<file path="src/rtl/led_matrix_scanner.sv">
// Double-buffered ROWS x COLS LED matrix scan driver with per-frame PWM brightness and post-reset hold.
// Optional macro LED_SCAN_GHOST_BLANK_EN blanks the columns on the first cycle of every row dwell.
module led_matrix_scanner #(
   parameter int ROWS       = 8,
   parameter int COLS       = 8,
   parameter int PWM_BITS   = 3,
   parameter int SLOT_LEN   = 128,
   parameter int POR_CYCLES = 4
) (
   input  logic                   system_clk,
   input  logic                   rst,
   input  logic [ROWS*COLS-1:0]   fb_in,
   input  logic                   fb_load,
   input  logic [PWM_BITS-1:0]    brightness,
   output logic                   fb_ready,
   output logic                   frame_start,
   output logic [ROWS-1:0]        row,
   output logic [COLS-1:0]        col
);

   localparam int IDX_W  = $clog2(ROWS);
   localparam int CYC_W  = $clog2(SLOT_LEN);
   localparam int HOLD_W = $clog2(POR_CYCLES + 1);

   localparam logic [IDX_W-1:0]    LAST_ROW  = IDX_W'(ROWS - 1);
   localparam logic [CYC_W-1:0]    LAST_CYC  = CYC_W'(SLOT_LEN - 1);
   localparam logic [PWM_BITS-1:0] LAST_SLOT = {PWM_BITS{1'b1}};
   localparam logic [HOLD_W-1:0]   HOLD_INIT = HOLD_W'(POR_CYCLES);

   typedef enum logic [0:0] {
      HOLD = 1'b0,
      SCAN = 1'b1
   } state_t;

   state_t                 state_r;
   logic [HOLD_W-1:0]      hold_cnt_r;
   logic [IDX_W-1:0]       row_idx_r;
   logic [PWM_BITS-1:0]    slot_r;
   logic [CYC_W-1:0]       cyc_r;
   logic [ROWS*COLS-1:0]   disp_r;
   logic [ROWS*COLS-1:0]   pend_r;
   logic                   valid_r;
   logic [PWM_BITS-1:0]    bright_r;

   logic                   row_end_s;
   logic                   boundary_s;
   logic                   scan_nxt_s;
   logic [IDX_W-1:0]       row_idx_nxt_s;
   logic [PWM_BITS-1:0]    slot_nxt_s;
   logic [CYC_W-1:0]       cyc_nxt_s;
   logic [ROWS*COLS-1:0]   disp_nxt_s;
   logic [PWM_BITS-1:0]    bright_nxt_s;
   logic [COLS-1:0]        row_bits_s;
   logic [ROWS-1:0]        row_nxt_s;
   logic [COLS-1:0]        col_nxt_s;

   // Next scan position; the first SCAN entry counts as a frame boundary
   always_comb begin
      row_end_s     = (cyc_r == LAST_CYC) && (slot_r == LAST_SLOT);
      boundary_s    = 1'b0;
      row_idx_nxt_s = row_idx_r;
      slot_nxt_s    = slot_r;
      cyc_nxt_s     = cyc_r;
      case (state_r)
         HOLD: begin
            row_idx_nxt_s = {IDX_W{1'b0}};
            slot_nxt_s    = {PWM_BITS{1'b0}};
            cyc_nxt_s     = {CYC_W{1'b0}};
            if (hold_cnt_r == {HOLD_W{1'b0}}) begin
               boundary_s = 1'b1;
            end else begin
               boundary_s = 1'b0;
            end
         end
         SCAN: begin
            if (cyc_r == LAST_CYC) begin
               cyc_nxt_s  = {CYC_W{1'b0}};
               slot_nxt_s = slot_r + PWM_BITS'(1);
            end else begin
               cyc_nxt_s  = cyc_r + CYC_W'(1);
            end
            if (row_end_s && (row_idx_r == LAST_ROW)) begin
               row_idx_nxt_s = {IDX_W{1'b0}};
               boundary_s    = 1'b1;
            end else if (row_end_s) begin
               row_idx_nxt_s = row_idx_r + IDX_W'(1);
            end else begin
               row_idx_nxt_s = row_idx_r;
            end
         end
         default: begin
            boundary_s = 1'b0;
         end
      endcase
   end

   // Drive pattern for the position being entered, so the pins change together with the scan state
   always_comb begin
      disp_nxt_s   = (boundary_s && valid_r) ? pend_r : disp_r;
      bright_nxt_s = boundary_s ? brightness : bright_r;
      scan_nxt_s   = (state_r == SCAN) || boundary_s;
      row_bits_s   = {COLS{1'b0}};
      row_nxt_s    = {ROWS{1'b0}};
      for (int r = 0; r < ROWS; r++) begin
         if (row_idx_nxt_s == IDX_W'(r)) begin
            row_bits_s   = disp_nxt_s[r*COLS +: COLS];
            row_nxt_s[r] = scan_nxt_s;
         end else begin
            row_nxt_s[r] = 1'b0;
         end
      end
      if (!scan_nxt_s) begin
         col_nxt_s = {COLS{1'b1}};
`ifdef LED_SCAN_GHOST_BLANK_EN
      end else if ((slot_nxt_s == {PWM_BITS{1'b0}}) && (cyc_nxt_s == {CYC_W{1'b0}})) begin
         col_nxt_s = {COLS{1'b1}};
`endif
      end else if (slot_nxt_s <= bright_nxt_s) begin
         col_nxt_s = ~row_bits_s;
      end else begin
         col_nxt_s = {COLS{1'b1}};
      end
   end

   // Scan FSM, frame buffers and registered pin drive
   always_ff @(posedge system_clk) begin
      if (rst) begin
         state_r     <= HOLD;
         hold_cnt_r  <= HOLD_INIT;
         row_idx_r   <= {IDX_W{1'b0}};
         slot_r      <= {PWM_BITS{1'b0}};
         cyc_r       <= {CYC_W{1'b0}};
         disp_r      <= {(ROWS*COLS){1'b0}};
         pend_r      <= {(ROWS*COLS){1'b0}};
         valid_r     <= 1'b0;
         bright_r    <= {PWM_BITS{1'b0}};
         fb_ready    <= 1'b1;
         frame_start <= 1'b0;
         row         <= {ROWS{1'b0}};
         col         <= {COLS{1'b1}};
      end else begin
         case (state_r)
            HOLD: begin
               if (hold_cnt_r == {HOLD_W{1'b0}}) begin
                  state_r <= SCAN;
               end else begin
                  state_r    <= HOLD;
                  hold_cnt_r <= hold_cnt_r - HOLD_W'(1);
               end
            end
            SCAN:    state_r <= SCAN;
            default: state_r <= HOLD;
         endcase
         row_idx_r <= row_idx_nxt_s;
         slot_r    <= slot_nxt_s;
         cyc_r     <= cyc_nxt_s;
         disp_r    <= disp_nxt_s;
         bright_r  <= bright_nxt_s;
         // fb_ready is the registered complement of valid_r, so a load in the swap cycle is refused
         if (boundary_s && valid_r) begin
            valid_r  <= 1'b0;
            fb_ready <= 1'b1;
         end else if (fb_load && fb_ready) begin
            pend_r   <= fb_in;
            valid_r  <= 1'b1;
            fb_ready <= 1'b0;
         end else begin
            valid_r  <= valid_r;
            fb_ready <= fb_ready;
         end
         frame_start <= boundary_s;
         row         <= row_nxt_s;
         col         <= col_nxt_s;
      end
   end

endmodule

</file>
<file path="config.mk">
export PLATFORM = sky130hd
export DESIGN_NAME = led_matrix_scanner
export DESIGN_NICKNAME = d
export VERILOG_FILES = /design/src/rtl/led_matrix_scanner.sv
export SDC_FILE = /design/constraint.sdc
export NUM_CORES = 1
export LEC_CHECK = 0
export ABC_AREA = 1
export CAP_MARGIN = 20
export CELL_PAD_IN_SITES_DETAIL_PLACEMENT = 1
export CELL_PAD_IN_SITES_GLOBAL_PLACEMENT = 2
export CORE_UTILIZATION = 34
export CTS_CLUSTER_DIAMETER = 80
export DETAILED_ROUTE_END_ITERATION = 10
export PLACE_DENSITY_LB_ADDON = 0.1
export REMOVE_ABC_BUFFERS = 1
export SKIP_CTS_REPAIR_TIMING = 1
export SYNTH_ARGS = -nofsm -noshare
export SYNTH_HDL_FRONTEND = slang
export SYNTH_SLANG_ARGS = --single-unit
export TNS_END_PERCENT = 5
</file>
<file path="constraint.sdc">
create_clock -name system_clk -period 7.05 [get_ports system_clk]
set_input_delay 1.41 -clock system_clk [delete_from_list [all_inputs] [get_ports system_clk]]
set_output_delay 1.41 -clock system_clk [all_outputs]
set_load 0.02 [all_outputs]
</file>
==> results of run 1 <==
## layer usage
layer	track usage (%)	part of all wire (%)	vias to the layer above
met3	2.966	2.7	21
met2	33.50	50	71
met4	6.775	1.7	0
li1	-	-	3019
met1	23.13	46	2783
met5	0	0	-
## flip-flops by register name, indices dropped and copies added, names as in the netlist
| name | count |
|---|---|
| pend_r | 64 |
| row | 8 |
| valid_r | 1 |
| cyc_r | 7 |
| slot_r | 3 |
| col | 8 |
| hold_cnt_r | 3 |
| state_r | 1 |
| bright_r | 3 |
| disp_r | 64 |
| row_idx_r | 3 |
| fb_ready | 1 |
| frame_start | 1 |
## metrics by stage
step	setup slack [ns]	instance area (µm²)
5_1_grt	3.216	8461
6_report	3.588	8461
4_1_cts	2.889	8433
2_1_floorplan	1.740	6561
3_5_place_dp	2.943	7806
3_3_place_gp	3.156	7806
## critical path: stages, from the launching register on
cell      delay, ns
dfxtp_1        0.36
ha_1           0.21
nand3_2        0.14
nor2_4         0.27
nand3_2        0.13
nand2_4        0.28
nand3_4        0.27
buf_16         0.33
nand2_2        0.11
clkinv_1       0.47
buf_4          0.49
nor2_1         0.17
nor2_1         0.07
## area by class of cell
type | count | area share [%]
flip-flops and latches | 167 | 39.51
clock inverters | 11 | 1.730
inverters | 65 | 2.884
multi-input cells | 626 | 35.27
well taps | 265 | 3.919
clock buffers | 21 | 5.679
repair buffers | 93 | 11.00
## placed cells by master, fill, tap and decap left out, types with 5 or more instances in the layout
cell	n
nor2_1	216
o21a_1	12
nand3_1	21
clkdlybuf4s50_1	86
o21ai_0	72
a21oi_1	44
nand2_1	164
ha_1	10
mux2i_1	14
o21ai_2	6
inv_1	61
clkbuf_16	17
nand4_1	23
nor3_1	10
dfxtp_1	167
buf_4	5
## synthesized netlist by cell type (6+ instances only)
| master | count | area [µm²] |
|---|---|---|
| a21oi_1 | 44 | 220.2 |
| buf_2 | 8 | 40.04 |
| buf_6 | 7 | 78.83 |
| clkbuf_1 | 31 | 116.4 |
| dfxtp_1 | 167 | 3343 |
| ha_1 | 10 | 125.1 |
| inv_1 | 62 | 232.7 |
| mux2i_1 | 14 | 140.1 |
| nand2_1 | 165 | 619.3 |
| nand3_1 | 21 | 105.1 |
| nand4_1 | 23 | 143.9 |
| nor2_1 | 216 | 810.8 |
| nor3_1 | 10 | 50.05 |
| o21a_1 | 12 | 90.09 |
| o21ai_0 | 72 | 360.4 |
| o21ai_2 | 6 | 52.55 |
## cells by family after synthesis
group,Yosys count
AOI/OAI and AO/OA,139
and+or+nand+nor,461
adders and majority gates,10
muxes,14
DFF,167
buffers and inverters,113
xor gates and xnor gates,2
## path summary, 6_finish.rpt
| check | from | endpoint | slack (ns) | depth (start not counted) |
|---|---|---|---|---|
| setup / recovery | cyc_r[0] | pend_r[29] | 3.59 | 12 |
| hold / removal | cyc_r[0] | cyc_r[0] | 0.46 | 1 |
| setup reg to reg | cyc_r[0] | pend_r[29] | 3.59 | 12 |
| hold reg to reg | cyc_r[0] | cyc_r[0] | 0.46 | 1 |
## report_power, final
group	switching (mW)	leakage (nW)	total, mW	internal [mW]
registers	0.0587	1.36	1.11	1.05
logic	0.330	1.95	0.520	0.190
clock network	0.382	0.305	0.977	0.595
total	0.771	3.62	2.61	1.84
==> impl_results.md, run 1 <==
- Clk_lat worst skew: 0.43 ns
- Drt total wl: 17980 µm
- Initial Util: 34.88%
- Status: completed
- First-pass GRT wire length: 30290 µm
- GR Overflow Total: 0
- Multi-input logic area: 0.002984 mm²
- Post-synth EDFFs: 0
- Number of global-route vias before repair: 6257
- Mux cell area share after synthesis: 2.057%
- Leak: 3.616 nW
- Post-synth ARST share: 0%
- Root buf cell: clkbuf_16
- Ant diodes: 0
- Clk sink count: 167
- WL per Instance: 14.40 µm
- Cell Rows: 51
- Sequential standard cell area: 0.003343 mm²
- Worst Tran Pin Value: 0.8793 ns
- Maximum VDD drop: 0.1511 mV
- Share of the core filled with cells: 43.33%
- CTS tree: yes
- Clock Skew: 0.01030 ns
- Post-Layout Cell Count: 1248
- Gr usage total: 18.94%
- Core Box Area: 0.01953 mm²
- # setup viols final: 0
- Slew HR: 41.30%
- H-tree levels: 4
- Syn. warnings: 0
- Cell Area, Synth: 0.006812 mm²
- Crit path DAT: 3.78 ns
- Crit. End Element: flop
- Setup CP Type: flop to flop
- Worst-path clk slew: 0.07 ns
- Max-Cap Viols: 0
- Sequential cell area fraction in the yosys report: 49.08%
- Num CTS Buffers: 17
- Post-Synth XOR/XNOR Area: 0.2572%
- Number of port buffers: 87
- Pin count of the biggest net entering global routing: 86
- Final worst path period need: 3.462 ns
- Fmax: 0.2889 GHz
- Layout cell share with drive strength beyond 1: 6.714%
- Unique masters post-synth: 35
- 1st-iter DRT viols: 231
- Final hold slack: 0.4624 ns
- Via density per instance: 4.723
- Num ports: 88
- Power, Total: 2.608 mW
- Adder-cell area share of the yosys netlist: 1.837%
- Worst EP required: 7.36 ns
- Critical Path Fanout Max: 71
- Cells after Synth: 906
- Total number of vias: 5894
- Ys flop type: dfxtp_1
- Synth Area in Simple Gates: 28.43%
- Chip width: 143.5 µm
- Unrepaired setup endpoints after global routing: false
- Placed Cells: 1215
- CTS max path bufs: 2
- Die Height: 143.5 µm
- PD cells: 308.3 mW/mm²
- Fin nets: 1050
- Die area: 0.02060 mm²
- Synthesis-to-finish area growth: 24.21%
- DRT Pass-1 Iters: 4
- Post-route ant nets: 0
- Final hold vios: 0
- Routability cong.: 0.7632
- Startpoint types: flop
- Min-Delay Path Class: flop to flop
- #FFs+latches synth: 167
- Pins Over Slew Limit: 0
- Post-Syn Area per Cell: 7.518 µm²
- Final period util: 49.10%
- Post-DP HPWL: 12390 µm
- DRC viols: 0
- Setup TNS: 0 ns
- Filler Cells Inserted: 2409
- Compound-Gate Fraction of Synth Area: 11.08%
- Main combinational cell family by area after synthesis: simple AND/OR/NAND/NOR gates
- Antenna violations before repair: 0
Power figures use the tool's default switching activity.
==> run 2, diff against run 1 <==
- CORE_UTILIZATION: 34 -> 32
- clock period: 7.05 -> 3.3 ns (I/O delays scaled with it)
==> run 2 against run 1 <==
Design area barely moved. First-iteration DRC count fell by 11%. Sequential share of layout area barely moved. Clock skew rose by 0.0019 ns. Combinational power rose by 120%. Global-route usage fell by 1.8 points. Largest cell class unchanged.
==> impl_results.md, run 2 (synthesis results as in run 1) <==
- Status: completed
- Final hold vios: 0 (unchanged)
- 1st-iter DRT viols: 205 (-11%)
- Via density per instance: 4.555 (-3.6%)
- Total number of vias: 5762 (-2.2%)
- Routability cong.: 0.7561 (-0.93%)
- Hold EP: cyc_r[0]
- Final hold slack: 0.4529 ns (-0.009499 ns)
- Post-DP HPWL: 12290 µm (-0.77%)
- Synthesis-to-finish area growth: 24.10% (about the same)
- Cell Rows: 53 (+3.9%)
- Chip width: 147.9 µm (+3.0%)
- Most common cell after layout, fill and taps aside: nor2_1
- Drt total wl: 17610 µm (-2.0%)
- # setup viols final: 0 (unchanged)
- Most frequent cells in the layout: nor2_1 (216), dfxtp_1 (167), nand2_1 (164)
- Fmax: 0.3580 GHz (+24%)
- Pins Over Slew Limit: 0 (unchanged)
- Clk_lat worst skew: 0.43 ns (about the same)
- Regs by FF count: disp_r x64, pend_r x64
- FF-to-FF End: col[5]
- Final period util: 84.65% (+36 points)
- Setup CP Type: flop to flop
- Leak: 3.608 nW (-0.23%)
- Root buf cell: clkbuf_16
- Die area: 0.02187 mm² (+6.2%)
- Setup TNS: 0 ns (unchanged)
- Power, Total: 5.407 mW (+110%)
- Slew HR: 53.56% (+12 points)
- Clk sink count: 167 (unchanged)
- Pre-CTS setup slack: 0.5232 ns (-2.420 ns)
- DRT Pass-1 Iters: 4 (unchanged)
- Crit path DAT: 3.11 ns (-0.67 ns)
- Num CTS Buffers: 17 (unchanged)
- Worst Tran Pin Value: 0.6943 ns (-0.1850 ns)
- Antenna violations before repair: 0 (unchanged)
- Min-Delay Path Class: flop to flop
- Startpoint types: flop
- Post-route ant nets: 0 (unchanged)
- Die Height: 147.9 µm (+3.0%)
- DRC viols: 0 (unchanged)
- Gr usage total: 17.15% (-1.8 points)
- Max-Cap Viols: 0 (unchanged)
- Num ports: 88 (unchanged)
- Share of the core filled with cells: 40.34% (-3.0 points)
- Reg2reg setup slack: 0.51 ns (-3.08 ns)
- R2r worst-path depth: 14 (+2)
- R2r startpoint: cyc_r[0]
- Maximum VDD drop: 0.2735 mV (+81%)
- Ant diodes: 0 (unchanged)
- Post-Layout Cell Count: 1265 (+1.4%)
- GR Overflow Total: 0 (unchanged)
- Number of global-route vias before repair: 5816 (-7.0%)
- Hold path depth: 1 (unchanged)
- Number of port buffers: 87 (unchanged)
- CTS max path bufs: 2 (unchanged)
- Pin count of the biggest net entering global routing: 69 (-20%)
- Critical Path Fanout Max: 12 (-83%)
- Worst Setup SP: cyc_r[0]
- Setup slack after layout: 0.5065 ns (-3.082 ns)
- Cell Area, Placed: 0.007891 mm² (+1.1%)
- Design area: 0.008453 mm² (about the same)
- Initial Util: 32.51% (-2.4 points)
- Final worst path period need: 2.793 ns (-0.6681 ns)
- Placed Cells: 1233 (+1.5%)
- H-tree levels: 4 (unchanged)
- Worst-path clk slew: 0.07 ns (about the same)
- Crit. End Element: flop
- First-pass GRT wire length: 29270 µm (-3.4%)
- PD cells: 639.6 mW/mm² (+110%)
- Fin nets: 1057 (+0.67%)
- Core Box Area: 0.02096 mm² (+7.3%)
- Clock Skew: 0.01221 ns (+0.001905 ns)
- Worst EP required: 3.62 ns (-3.74 ns)
- WL per Instance: 13.92 µm (-3.3%)
- Hold Crit Start: cyc_r[0]
- CTS tree: yes
- Unrepaired setup endpoints after global routing: false
- Layout cell share with drive strength beyond 1: 7.172% (+0.46 points)
## run 2: changes by cell type in the layout (fill, tap and decap cells not counted), sizes merged
cell	delta
clkinv	-2
clkbuf	+1
buf	+7
bufinv	-2
clkinvlp	+1
inv	+2
## run 2: area by class of cell
cell class / count / area (µm²)
multi-input cells: 626 / 2984
repair buffers: 100 / 975.9
clock inverters: 10 / 97.59
inverters: 65 / 244.0
clock buffers: 22 / 464.2
flip-flops and latches: 167 / 3343
well taps: 275 / 344.1
fillers: 2619 / 12500
## run 2: worst max path at each step
stage | end | slack [ns]
after floorplan | pend_r[0] | -2.01
after global routing | col[6] | 0.16
final | col[5] | 0.51
after global placement | col[7] | 0.62
after detailed placement | col[5] | 0.52
after CTS | col[6] | 0.49
## run 2: routing by layer
metal  wire length, µm  GRT usage, %  share of wire, %  vias up
li1                  -             -                 -     3038
met1              8589         21.80                49     2640
met2              8378         28.99                48       68
met3               430         3.642               2.4       16
met4               214         5.206               1.2        0
met5                 0             0                 0        -
## run 2: report_power, final
group          leakage [nW]  switching [mW]  internal [mW]
logic                  1.98           0.716          0.427
registers              1.36           0.108           2.25
clock network         0.267           0.828           1.08
## run 2: worst max-delay path, cell delays in order (launching register included)
cell     delay [ns]
dfxtp_1        0.35
ha_1           0.21
nand3_2        0.14
nor2_4         0.28
nand3_2        0.13
nand2_4        0.10
nand2_1        0.12
mux2i_1        0.22
ha_1           0.29
a21oi_1        0.12
o21ai_0        0.10
nand2_1        0.08
nand2_1        0.25
a21oi_1        0.24
nand2_1        0.07
==> run 3, diff against run 2 <==
- CORE_UTILIZATION: 32 -> 28
- clock period: 3.3 -> 2.3 ns (I/O delays scaled with it)
==> run 3 against run 2 <==
Worst hold slack lost 0.023 ns. Utilization is 0.85 points lower. Clock-buffer cell count decreased by 4. Combinational power rose by 82%. Clock skew down 0.0024 ns. Register-to-register slack got worse by 0.48 ns. Non-clock buffer count up 68. Maximum frequency increased by 23%. Largest cell class unchanged. Largest power group unchanged.
==> impl_results.md, run 3 (synthesis results as in run 1) <==
- First-pass GRT wire length: 31770 µm (+8.6%)
- Ant diodes: 0 (unchanged)
- Worst Tran Pin Value: 0.7425 ns (+0.04826 ns)
- CTS max path bufs: 2 (unchanged)
- Maximum VDD drop: 0.3332 mV (+22%)
- Crit path DAT: 2.59 ns (-0.52 ns)
- Unrepaired setup endpoints after global routing: true
- Core Box Area: 0.02368 mm² (+13%)
- Most common cell after layout, fill and taps aside: nor2_1
- Reg2reg setup slack: 0.03 ns (-0.48 ns)
- DRT Pass-1 Iters: 4 (unchanged)
- Min-Delay Path Class: input pin to flop
- Hold Crit Start: rst
- Die Height: 158.0 µm (+6.8%)
- Clk sink count: 167 (unchanged)
- Post-DP HPWL: 13260 µm (+7.9%)
- Final worst path period need: 2.274 ns (-0.5198 ns)
- Setup TNS: 0 ns (unchanged)
- Via density per instance: 4.455 (-2.2%)
- Worst EP required: 2.62 ns (-1.00 ns)
- Gr usage total: 16.63% (-0.52 points)
- Slew HR: 50.50% (-3.1 points)
- Leak: 3.978 nW (+10%)
- Pin count of the biggest net entering global routing: 63 (-8.7%)
- Design area: 0.009351 mm² (+11%)
- Fin nets: 1125 (+6.4%)
- R2r startpoint: cyc_r[1]
- Setup CP Type: flop to flop
- Clk_lat worst skew: 0.43 ns (about the same)
- Drt total wl: 19410 µm (+10%)
- # setup viols final: 0 (unchanged)
- R2r worst-path depth: 15 (+1)
- Post-Layout Cell Count: 1377 (+8.9%)
- Final hold slack: 0.4303 ns (-0.02260 ns)
- Setup slack after layout: 0.02634 ns (-0.4802 ns)
- Hold EP: state_r
- Routability cong.: 0.7257 (-4.0%)
- Cell Area, Placed: 0.008449 mm² (+7.1%)
- Max-Cap Viols: 0 (unchanged)
- Final period util: 98.85% (+14 points)
- Initial Util: 28.76% (-3.7 points)
- Critical Path Fanout Max: 8 (-4)
- Final hold vios: 0 (unchanged)
- Number of global-route vias before repair: 6150 (+5.7%)
- WL per Instance: 14.09 µm (+1.2%)
- Pre-CTS setup slack: -0.2248 ns (-0.7480 ns)
- Root buf cell: clkbuf_16
- Die area: 0.02495 mm² (+14%)
- Cell Rows: 56 (+5.7%)
- PD cells: 879.3 mW/mm² (+37%)
- Total number of vias: 6134 (+6.5%)
- Startpoint types: flop
- Worst-path clk slew: 0.07 ns (about the same)
- Hold path depth: 2 (+1)
- Synthesis-to-finish area growth: 37.29%
- Layout cell share with drive strength beyond 1: 16.45% (+9.3 points)
- H-tree levels: 4 (unchanged)
- GR Overflow Total: 0 (unchanged)
- Number of port buffers: 87 (unchanged)
- DRC viols: 0 (unchanged)
- Clock Skew: 0.009821 ns (-0.002389 ns)
- Fmax: 0.4398 GHz (+23%)
- Chip width: 158.0 µm (+6.8%)
- Num CTS Buffers: 17 (unchanged)
- Status: completed
- Post-route ant nets: 0 (unchanged)
- CTS tree: yes
- 1st-iter DRT viols: 200 (-2.4%)
- Antenna violations before repair: 0 (unchanged)
- Num ports: 88 (unchanged)
- Most frequent cells in the layout: nor2_1 (213), dfxtp_1 (165), nand2_1 (157)
- FF-to-FF End: col[2]
- Crit. End Element: flop
- Placed Cells: 1334 (+8.2%)
- Regs by FF count: disp_r x64, pend_r x64
- Pins Over Slew Limit: 0 (unchanged)
[run 3: cell types whose count changed in the layout (fill, tap and decap cells not counted), moves of 4 or more]
| cell | change |
|---|---|
| buf_4 | +55 |
| a21oi_1 | -8 |
| buf_12 | +8 |
| a21oi_2 | +7 |
| nand2_1 | -7 |
| nand2_2 | +6 |
| ha_1 | -5 |
| buf_6 | +4 |
[run 3: through the flow]
step	total power [mW]	utilization, %
floorplan	4.475	-
global placement	5.296	35.68
detailed placement	5.336	35.68
CTS	8.141	38.02
global route	8.779	39.49
finish	8.223	39.49
[run 3: cell type report]
cell class                 count  area (µm²)
clock inverter                14       126.4
inverter                      65       246.5
timing repair buffer         168        1619
multi-input combinational    626        3186
clock buffer                  18       429.2
sequential                   167        3346
tap                          319       399.1
fill                        2921       14330
[run 3: how the worst max path moves through the flow]
stage,depth (start not counted),start,endpoint
floorplan,10,cyc_r[0],pend_r[0]
global placement,13,row_idx_r[0],col[6]
detailed placement,15,cyc_r[0],col[2]
CTS,15,cyc_r[0],col[2]
global route,15,cyc_r[1],col[2]
finish,15,cyc_r[1],col[2]
[run 3: routing by layer]
metal	track usage (%)	routed length, µm	vias to the layer above	share of wire [%]
li1	-	-	3180	-
met1	21.42	9509	2868	49
met4	4.579	179	0	0.92
met2	28.09	9221	74	48
met5	0	0	-	0
met3	3.312	496	12	2.6
[run 3: worst max-delay path, stage by stage (launching register included)]
cell and delay [ns]:
dfxtp_2 0.35, ha_4 0.15, nand3_4 0.08, nor2_4 0.13, nand3_2 0.11, nand2_4 0.14
nand2_8 0.08, mux2i_4 0.20, ha_4 0.25, a21oi_2 0.11, o21ai_1 0.07, nand2_1 0.07
nand2_2 0.07, buf_12 0.16, a21oi_4 0.11, nand2_1 0.06
[run 3: where the power goes]
part	total (mW)	internal, mW	leakage [nW]	switching, mW
clock	2.76	1.50	0.265	1.25
combinational	2.08	0.906	2.35	1.18
sequential	3.38	3.22	1.37	0.160
total	8.22	5.63	3.98	2.59
